--- src/rtl/fip_32_to_float.sv ---
// fip_32_to_float
// Three-stage pipelined converter from signed Q16.16 fixed point to IEEE-754
// single precision, with valid/ready flow control on both sides.
//
// Ports:
//   clk          system clock, all state updates on the rising edge
//   reset        synchronous, active-high reset
//   in_valid     input word present
//   in_ready     converter can accept an input this cycle (1 while in reset)
//   in_data      signed fixed-point operand (FRAC_BITS fractional bits)
//   out_valid    result present
//   out_ready    downstream accepts the result this cycle
//   out_data     IEEE-754 single {sign, exp[7:0], frac[22:0]}
//   out_inexact  rounding discarded nonzero bits for this result
//
// Stage 1 takes the absolute value, stage 2 counts leading zeros, and stage 3
// normalizes, rounds to nearest-even and packs. Stage 3 is the output register.
module fip_32_to_float #(
  parameter int FRAC_BITS   = 16,
  parameter int PIPE_STAGES = 3
) (
  input  logic        clk,
  input  logic        reset,
  input  logic        in_valid,
  output logic        in_ready,
  input  logic [31:0] in_data,
  output logic        out_valid,
  input  logic        out_ready,
  output logic [31:0] out_data,
  output logic        out_inexact
);

  // Exponent of a value whose MSB sits at bit 31 of the magnitude.
  localparam logic [7:0] EXP_BASE = 8'(127 + 31 - FRAC_BITS);

  if (PIPE_STAGES != 3) begin : g_bad_pipe_stages
    $error("fip_32_to_float: PIPE_STAGES must be 3");
  end

  // Leading-zero count of a 32-bit word; returns 0 for an all-zero word,
  // which stage 3 never uses because zero takes its own path.
  function automatic logic [4:0] clz32(input logic [31:0] v);
    logic [4:0] n;
    logic       found;
    n     = 5'd0;
    found = 1'b0;
    for (int i = 31; i >= 0; i--) begin
      if (found) begin
        n = n;
      end else if (v[i]) begin
        found = 1'b1;
      end else begin
        n = n + 5'd1;
      end
    end
    return n;
  endfunction

  logic        adv1, adv2, adv3;

  logic        s1_valid_q, s1_valid_d;
  logic        s1_sign_q,  s1_sign_d;
  logic [31:0] s1_mag_q,   s1_mag_d;

  logic        s2_valid_q, s2_valid_d;
  logic        s2_sign_q,  s2_sign_d;
  logic [31:0] s2_mag_q,   s2_mag_d;
  logic [4:0]  s2_lz_q,    s2_lz_d;
  logic        s2_zero_q,  s2_zero_d;

  logic        s3_valid_q,   s3_valid_d;
  logic [31:0] s3_data_q,    s3_data_d;
  logic        s3_inexact_q, s3_inexact_d;

  logic [31:0] norm_s;
  logic        guard_s, sticky_s, round_up_s;
  logic [24:0] rounded_s;
  logic [7:0]  exp_s;
  logic [22:0] frac_s;

  // Pipeline advance chain: a stage may load when its successor is empty or moving.
  always_comb begin
    adv3 = !s3_valid_q | out_ready;
    adv2 = !s2_valid_q | adv3;
    adv1 = !s1_valid_q | adv2;
  end

  assign in_ready    = adv1 | reset;
  assign out_valid   = s3_valid_q;
  assign out_data    = s3_data_q;
  assign out_inexact = s3_inexact_q;

  // Stage 1: sign and absolute value. 0x80000000 negates to itself, which as
  // an unsigned magnitude is exactly 2^31.
  always_comb begin
    s1_valid_d = s1_valid_q;
    s1_sign_d  = s1_sign_q;
    s1_mag_d   = s1_mag_q;
    if (adv1) begin
      s1_valid_d = in_valid;
      s1_sign_d  = in_data[31];
      s1_mag_d   = in_data[31] ? (~in_data + 32'd1) : in_data;
    end else begin
      s1_valid_d = s1_valid_q;
    end
  end

  // Stage 2: leading-zero count and zero detect.
  always_comb begin
    s2_valid_d = s2_valid_q;
    s2_sign_d  = s2_sign_q;
    s2_mag_d   = s2_mag_q;
    s2_lz_d    = s2_lz_q;
    s2_zero_d  = s2_zero_q;
    if (adv2) begin
      s2_valid_d = s1_valid_q;
      s2_sign_d  = s1_sign_q;
      s2_mag_d   = s1_mag_q;
      s2_lz_d    = clz32(s1_mag_q);
      s2_zero_d  = (s1_mag_q == 32'd0);
    end else begin
      s2_valid_d = s2_valid_q;
    end
  end

  // Stage 3: normalize, round to nearest-even, pack. A carry out of the
  // 24-bit mantissa leaves 1.000... so the fraction is zero and exp bumps.
  always_comb begin
    norm_s     = s2_mag_q << s2_lz_q;
    guard_s    = norm_s[7];
    sticky_s   = |norm_s[6:0];
    round_up_s = guard_s & (sticky_s | norm_s[8]);
    rounded_s  = {1'b0, norm_s[31:8]} + {24'd0, round_up_s};
    exp_s      = EXP_BASE - {3'b000, s2_lz_q} + {7'd0, rounded_s[24]};
    frac_s     = rounded_s[24] ? rounded_s[23:1] : rounded_s[22:0];

    s3_valid_d   = s3_valid_q;
    s3_data_d    = s3_data_q;
    s3_inexact_d = s3_inexact_q;
    if (adv3) begin
      s3_valid_d = s2_valid_q;
      if (!s2_valid_q) begin
        s3_data_d    = s3_data_q;
        s3_inexact_d = s3_inexact_q;
      end else if (s2_zero_q) begin
        s3_data_d    = 32'h0000_0000;
        s3_inexact_d = 1'b0;
      end else begin
        s3_data_d    = {s2_sign_q, exp_s, frac_s};
        s3_inexact_d = guard_s | sticky_s;
      end
    end else begin
      s3_valid_d = s3_valid_q;
    end
  end

  // Pipeline registers with synchronous reset that discards all in-flight words.
  always_ff @(posedge clk) begin
    if (reset) begin
      s1_valid_q   <= 1'b0;
      s1_sign_q    <= 1'b0;
      s1_mag_q     <= 32'd0;
      s2_valid_q   <= 1'b0;
      s2_sign_q    <= 1'b0;
      s2_mag_q     <= 32'd0;
      s2_lz_q      <= 5'd0;
      s2_zero_q    <= 1'b0;
      s3_valid_q   <= 1'b0;
      s3_data_q    <= 32'd0;
      s3_inexact_q <= 1'b0;
    end else begin
      s1_valid_q   <= s1_valid_d;
      s1_sign_q    <= s1_sign_d;
      s1_mag_q     <= s1_mag_d;
      s2_valid_q   <= s2_valid_d;
      s2_sign_q    <= s2_sign_d;
      s2_mag_q     <= s2_mag_d;
      s2_lz_q      <= s2_lz_d;
      s2_zero_q    <= s2_zero_d;
      s3_valid_q   <= s3_valid_d;
      s3_data_q    <= s3_data_d;
      s3_inexact_q <= s3_inexact_d;
    end
  end

endmodule

--- config.mk ---
export PLATFORM = sky130hd
export DESIGN_NAME = fip_32_to_float
export DESIGN_NICKNAME = d
export VERILOG_FILES = /design/src/rtl/fip_32_to_float.sv
export SDC_FILE = /design/constraint.sdc
export NUM_CORES = 1
export LEC_CHECK = 0
export BUFFER_PORTS_ARGS = -buffer_cell sky130_fd_sc_hd__clkbuf_2
export CAP_MARGIN = 20
export CORE_ASPECT_RATIO = 0.9
export CORE_MARGIN = 3
export CORE_UTILIZATION = 40
export DETAILED_ROUTE_END_ITERATION = 10
export GPL_TIMING_DRIVEN = 0
export MAX_ROUTING_LAYER = met4
export SLEW_MARGIN = 40
export SYNTH_ARGS = -nofsm -noshare
export SYNTH_HDL_FRONTEND = slang
export SYNTH_SLANG_ARGS = --single-unit
--- constraint.sdc ---
create_clock -name clk -period 18.1 [get_ports clk]
set_input_delay 0 -clock clk [delete_from_list [all_inputs] [get_ports clk]]
set_output_delay 0 -clock clk [all_outputs]
set_load 0.005 [all_outputs]
== After elaboration in Yosys (flattened, before gate mapping) ==
Index checks and enable logic that the tools add are counted.

* Memories kept: 0
* Output and inout port bits: 35
* Flip-flop bits (word level): 108
* ROM bits: 0
* Bits in writable memories: 0
* Bits in latches: 0

* Divide/modulo/power cells: 0
* Reduce and logical (&&, ||, !) cells: 6
* $add $sub $neg: 35
* $lt $le $gt $ge: 0
* Shift operators: 1
* Multiply operators: 0
* Bitwise operators: 8
* Equal/unequal tests: 0
* Multiplexer cells: 190

{| class="wikitable"
|+ Operators with widths
! cell !! number
|-
| $mux W5 || 93
|-
| $add A5 B1 Y5 const B || 31
|-
| $mux W1 || 94
|-
| $mux W32 || 2
|-
| $add A32 B1 Y32 const B || 1
|-
| $logic_not A32 Y1 || 1
|-
| $not A32 Y32 || 1
|-
| $shl A32 B5 Y32 || 1
|-
| $add A24 B1 Y25 || 1
|-
| $mux W23 || 1
|-
| $add A8 B1 Y8 || 1
|-
| $sub A8 B5 Y8 const A || 1
|-
| $reduce_or A7 Y1 || 1
|-
| $or A1 B1 Y1 || 6
|-
| $logic_not A1 Y1 || 3
|-
| $reduce_and A2 Y1 || 1
|-
| $and A1 B1 Y1 || 1
|}

== Longest topological paths before layout ==
* Depth after elaboration: 127
* Mapped depth: 84
* Depth with buffers taken out: 83

== Worst setup path before layout ==
OpenSTA, ideal clock, no wires.

* Path kind: flip-flop to flip-flop
* From: reg s1_mag_q[31]
* To: reg s2_lz_q[4]
* Arrival time: 13.799 ns
* Clock period less this slack: 13.878 ns
* Path buffers: 1
* Stages on the path, launching flop included: 84
* Data required time: 18.021 ns
* Setup slack: 4.222 ns
* Path through: dfxtp_1 > clkbuf_1 > or2_2 > inv_1 > ha_1 > o21a_1 > ha_1 > mux2i_1 > a21oi_1 > o21a_1 > o21ai_0 > nand2_1 > ha_1 > nor3b_1 > o21a_1 > or4b_2 > a21boi_0 > or2_2 > [48 not listed] > a211o_1 > a21oi_1 > nand2_1 > ha_1 > nor2_1 > nor2_1 > ha_1 > nand2b_1 > a21oi_1 > ha_1 > nor2b_1 > maj3_2 > a2111o_1 > o31a_1 > a41o_1 > o221ai_2 > xnor3_1 > a211oi_2

* Word-level cells in the longest chain between the ends: 125
* Elaborated cells between the ends (all ways): 187
* Those cells by class: add/sub (31); mux (156)

{| class="wikitable"
|+ RTL lines
! item !! RTL line !! text
|-
| from (decl) || 63 || <nowiki>logic [31:0] s1_mag_q, s1_mag_d;</nowiki>
|-
| from (signal assigned) || 174 || <nowiki>s1_mag_q <= s1_mag_d;</nowiki>
|-
| $mux W1 || 50 || <nowiki>end else if (v[i]) begin</nowiki>
|-
| $mux W5 || 115 || <nowiki>if (adv2) begin</nowiki>
|-
| $add A5 B1 Y5 || 53 || <nowiki>n = n + 5'd1;</nowiki>
|-
| $mux W5 || 50 ||
|-
| $mux W5 || 48 || <nowiki>if (found) begin</nowiki>
|-
| $mux W5 || 115 ||
|-
| $add A5 B1 Y5 || 53 ||
|-
| $mux W5 || 50 ||
|-
| [109 not listed] || n/a ||
|-
| $mux W5 || 115 ||
|-
| $add A5 B1 Y5 || 53 ||
|-
| $mux W5 || 50 ||
|-
| $mux W5 || 48 ||
|-
| $mux W5 || 115 ||
|-
| $add A5 B1 Y5 || 53 ||
|-
| $mux W5 || 50 ||
|-
| $mux W5 (*) || 48 ||
|-
| to (signal assigned) || 178 || <nowiki>s2_lz_q <= s2_lz_d;</nowiki>
|-
| to (decl) || 68 || <nowiki>logic [4:0] s2_lz_q, s2_lz_d;</nowiki>
|}

Mark *: on every way between the ends. The rest lies on a longest branch, timed or not. The select of a mux whose other input is x is not followed.
A chain may end at the register's enable or synchronous reset.

== Worst setup path in the final report ==
Ends and elaborated chain as after synthesis.

==> flow_metrics.py <==
metrics = {
    "worst_setup_path": {
        "cp_data_required_time_ps": 18390,
        "ff2ff_setup_slack_ps": 2010,
        "critPathMaxFanout": 10,
        "arrival_ps": 16370,
        "r2r-end": "s2_lz_q[4]",
        "cpPeakStageDelay_ps": 580,
        "ff2ff_path_depth": 81,
        "startpoint_type": "flip-flop",
        "criticalPathCategory": "reg2reg",
        "cp_common_cell": "ha_1",
        "r2r-start": "s1_mag_q[31]",
        "crit_slowest_cell": "or4b_2",
        "worstSetupEndpointType": "flip-flop",
    },
    "die": {
        "die_x_um": 173,
        "dieArea_sq_um": 26900,
        "start_util": 0.409,
        "core_sq_um": 24400,
        "io_pins": 71,
        "fp.dieH_um": 156,
        "row_count": 54,
    },
    "cts": {
        "cts_inserted_buffers": 9,
        "post_cts_resize_count": 0,
        "cts_tree": "done",
        "h-tree-depth": 3,
        "cts-root-buf": "clkbuf_16",
        "clkTransAtPathRegs_ps": 80,
        "max-clock-path-buffers": 2,
        "clk_latency_ps": 380,
        "cts.sinks": 108,
    },
    "pwr": {
        "switching_share": 0.417,
        "switchingPower_w": 0.000399,
        "power_density_nw_per_um2": 84.3,
        "ir_drop_uv": 48.5,
        "power.share.clock": 0.221,
        "p_leak_nw": 4.41,
        "internal_power_w": 0.000559,
        "p_comb_frac": 0.499,
        "seqPwrFrac": 0.280,
    },
    "place": {
        "dp_slack_ps": 2270,
        "place_hpwl_um": 24300,
        "place.detailed.instances": 1709,
        "place_congestion": 0.986,
        "port_buffers": 69,
    },
    "routing": {
        "viasPerCell": 5.62,
        "first_iter_violations": 838,
        "drc_errors": 0,
        "drt-total-wl_um": 31300,
        "vias": 9879,
        "wl_per_cell_um": 17.8,
        "drt_first_pass_iters": 5,
        "ant_nets": 0,
    },
    "timing": {
        "worst_pin_slew_ps": 909,
        "fmax_mhz": 62.2,
        "hold_viol_final": 0,
        "fin_crit_sh": 0.889,
        "tns_ps": 0,
        "slew_viol_final": 0,
        "rsz0062_at_grt": "no",
        "fin_ws_ps": 2010,
        "finalCriticalPeriod_ps": 16090,
        "setup_viol": 0,
        "fin_skew_ps": 12.9,
        "maxSlewHeadroom": 0.394,
    },
    "logic_synthesis": {
        "yosysUniqueCellTypes": 87,
        "synthTopCellsByArea": "dfxtp_1 22%, nand2_1 7.4%, mux4_2 5.9%",
        "syn_area_sq_um": 9980,
        "netlist.area_leader.share": 0.217,
        "synth_top_area_cell": "dfxtp_1",
        "synth.net_count": 1374,
        "ys_seq_area_frac": 0.217,
        "syn-mean-instance-area_sq_um": 7.66,
        "ys_ff_latch": 108,
        "synthTopCellsByCount": "196 x nand2_1, 130 x nor2_1, 108 x dfxtp_1",
        "synth_ff_type": "dfxtp_1",
        "synthCells": 1304,
        "async_flop_share": 0,
        "synth.most_common_cell": "nand2_1",
        "yosys_warnings": 0,
        "synth_edf_count": 0,
    },
    "global_routing": {
        "grt_max_degree": 23,
        "grt_overflow": 0,
        "grt_antenna_before_repair": 1,
        "grt_pass1_vias": 9277,
        "grt_pass1_wl_um": 50300,
        "grt_usage": 0.236,
    },
    "status": {
        "status": "finished clean",
    },
    "final_layout": {
        "final_nets": 1485,
        "fin_cells": 1757,
        "drive_above_1_share": 0.127,
        "area_delta_synth_final_pct": 13.9,
    },
    "hold_path": {
        "hold_end": "s1_mag_q[23]",
        "hold_depth": 3,
        "min_from": "in_data[23]",
        "hold_path.class": "in2reg",
    },
    "run": {
        "cap_violations": 0,
    },
}
## stage by stage
| stage | power [W] | hold WS, ps | instance area [sq um] | utilization |
|---|---|---|---|---|
| final | 0.000959 | 37.8 | 11400 | 0.466 |
| after global routing | 0.00103 | 67.8 | 11400 | 0.466 |
| after CTS | 0.000959 | 15.1 | 11400 | 0.466 |
| after detailed placement | 0.000739 | 300 | 10800 | 0.441 |
| after global placement | 0.000739 | 295 | 10800 | 0.441 |
| after floorplan | 0.000632 | 149 | 9980 | - |
## critical path: cells and delay by family, from the launching register on
family	cells	cell delay (ps)
fa+ha+maj	15	4250
simple gates	22	3230
xor+xnor	2	400
buf+inv	3	640
flops	1	330
compound gates	31	5710
mux	8	1460
## worst max path at each step
stage                            start          to  slack [ps]  cells past startpoint
after floorplan           s1_mag_q[31]  s2_lz_q[4]        4220                     83
after global placement    s1_mag_q[31]  s2_lz_q[4]        2290                     81
after detailed placement  s1_mag_q[31]  s2_lz_q[4]        2270                     83
after CTS                 s1_mag_q[31]  s2_lz_q[4]        2120                     83
after global routing      s1_mag_q[31]  s2_lz_q[4]         600                     83
final                     s1_mag_q[31]  s2_lz_q[4]        2010                     81
## cells in the final DEF, fill, tap and decap left out, types with 34 or more instances in the layout
cell / instances
nand2_1: 196
mux2i_1: 50
xor2_1: 49
o21ai_0: 74
inv_1: 42
clkbuf_1: 57
a21oi_1: 91
xnor2_1: 45
nor2_1: 129
dfxtp_1: 108
ha_1: 34
clkbuf_2: 69
## logic make-up (layout without fill, tap and decap cells)
family | count (synthesis) | after routing | share of synthesized area
simple gates | 526 | 526 | 0.253
compound gates | 300 | 300 | 0.191
buf+inv | 126 | 242 | 0.0510
flops | 108 | 108 | 0.217
xor+xnor | 105 | 105 | 0.105
mux | 98 | 98 | 0.134
fa+ha+maj | 41 | 41 | 0.0497
other cells | 0 | 1 | 0
## power groups by stage
stage | registers [W] | clock network (W) | logic [W]
global placement | 0.000273 | 0 | 0.000465
finish | 0.000269 | 0.000211 | 0.000479
global route | 0.000271 | 0.000225 | 0.000530
detailed placement | 0.000274 | 0 | 0.000466
floorplan | 0.000268 | 0 | 0.000363
CTS | 0.000268 | 0.000217 | 0.000474
## flip-flops by register name (all words and copies together), names as in the netlist
signal and cells:
s2_lz_q 5, out_valid 1, out_inexact 1, s2_valid_q 1, s1_valid_q 1, s1_mag_q 32, s2_sign_q 1, s2_zero_q 1
s1_sign_q 1, s2_mag_q 32, out_data 32
## cell type report
cell class | count | area, sq um
Fill cell | 2483 | 13000
Multi-Input combinational cell | 1070 | 7320
Sequential cell | 108 | 2160
Timing Repair Buffer | 100 | 656
Tap cell | 336 | 420
Buffer | 83 | 348
Clock buffer | 9 | 225
Inverter | 43 | 161
Clock inverter | 7 | 86.3
Antenna cell | 1 | 2.50
## timing repair
| action | CTS | global route |
|---|---|---|
| endpoints found under the hold margin | 32 | 0 |
| hold buffers | 31 | 0 |
| setup buffers | 0 | 0 |
## metal layers
layer  routed length [um]  vias to the layer above  GRT usage
met2                13700                      247      0.366
met5                    0                        -          -
met3                 1470                       18     0.0287
li1                     -                     4895          -
met4                  293                        0     0.0402
met1                15800                     4719      0.338
Power figures use the tool's default switching activity.
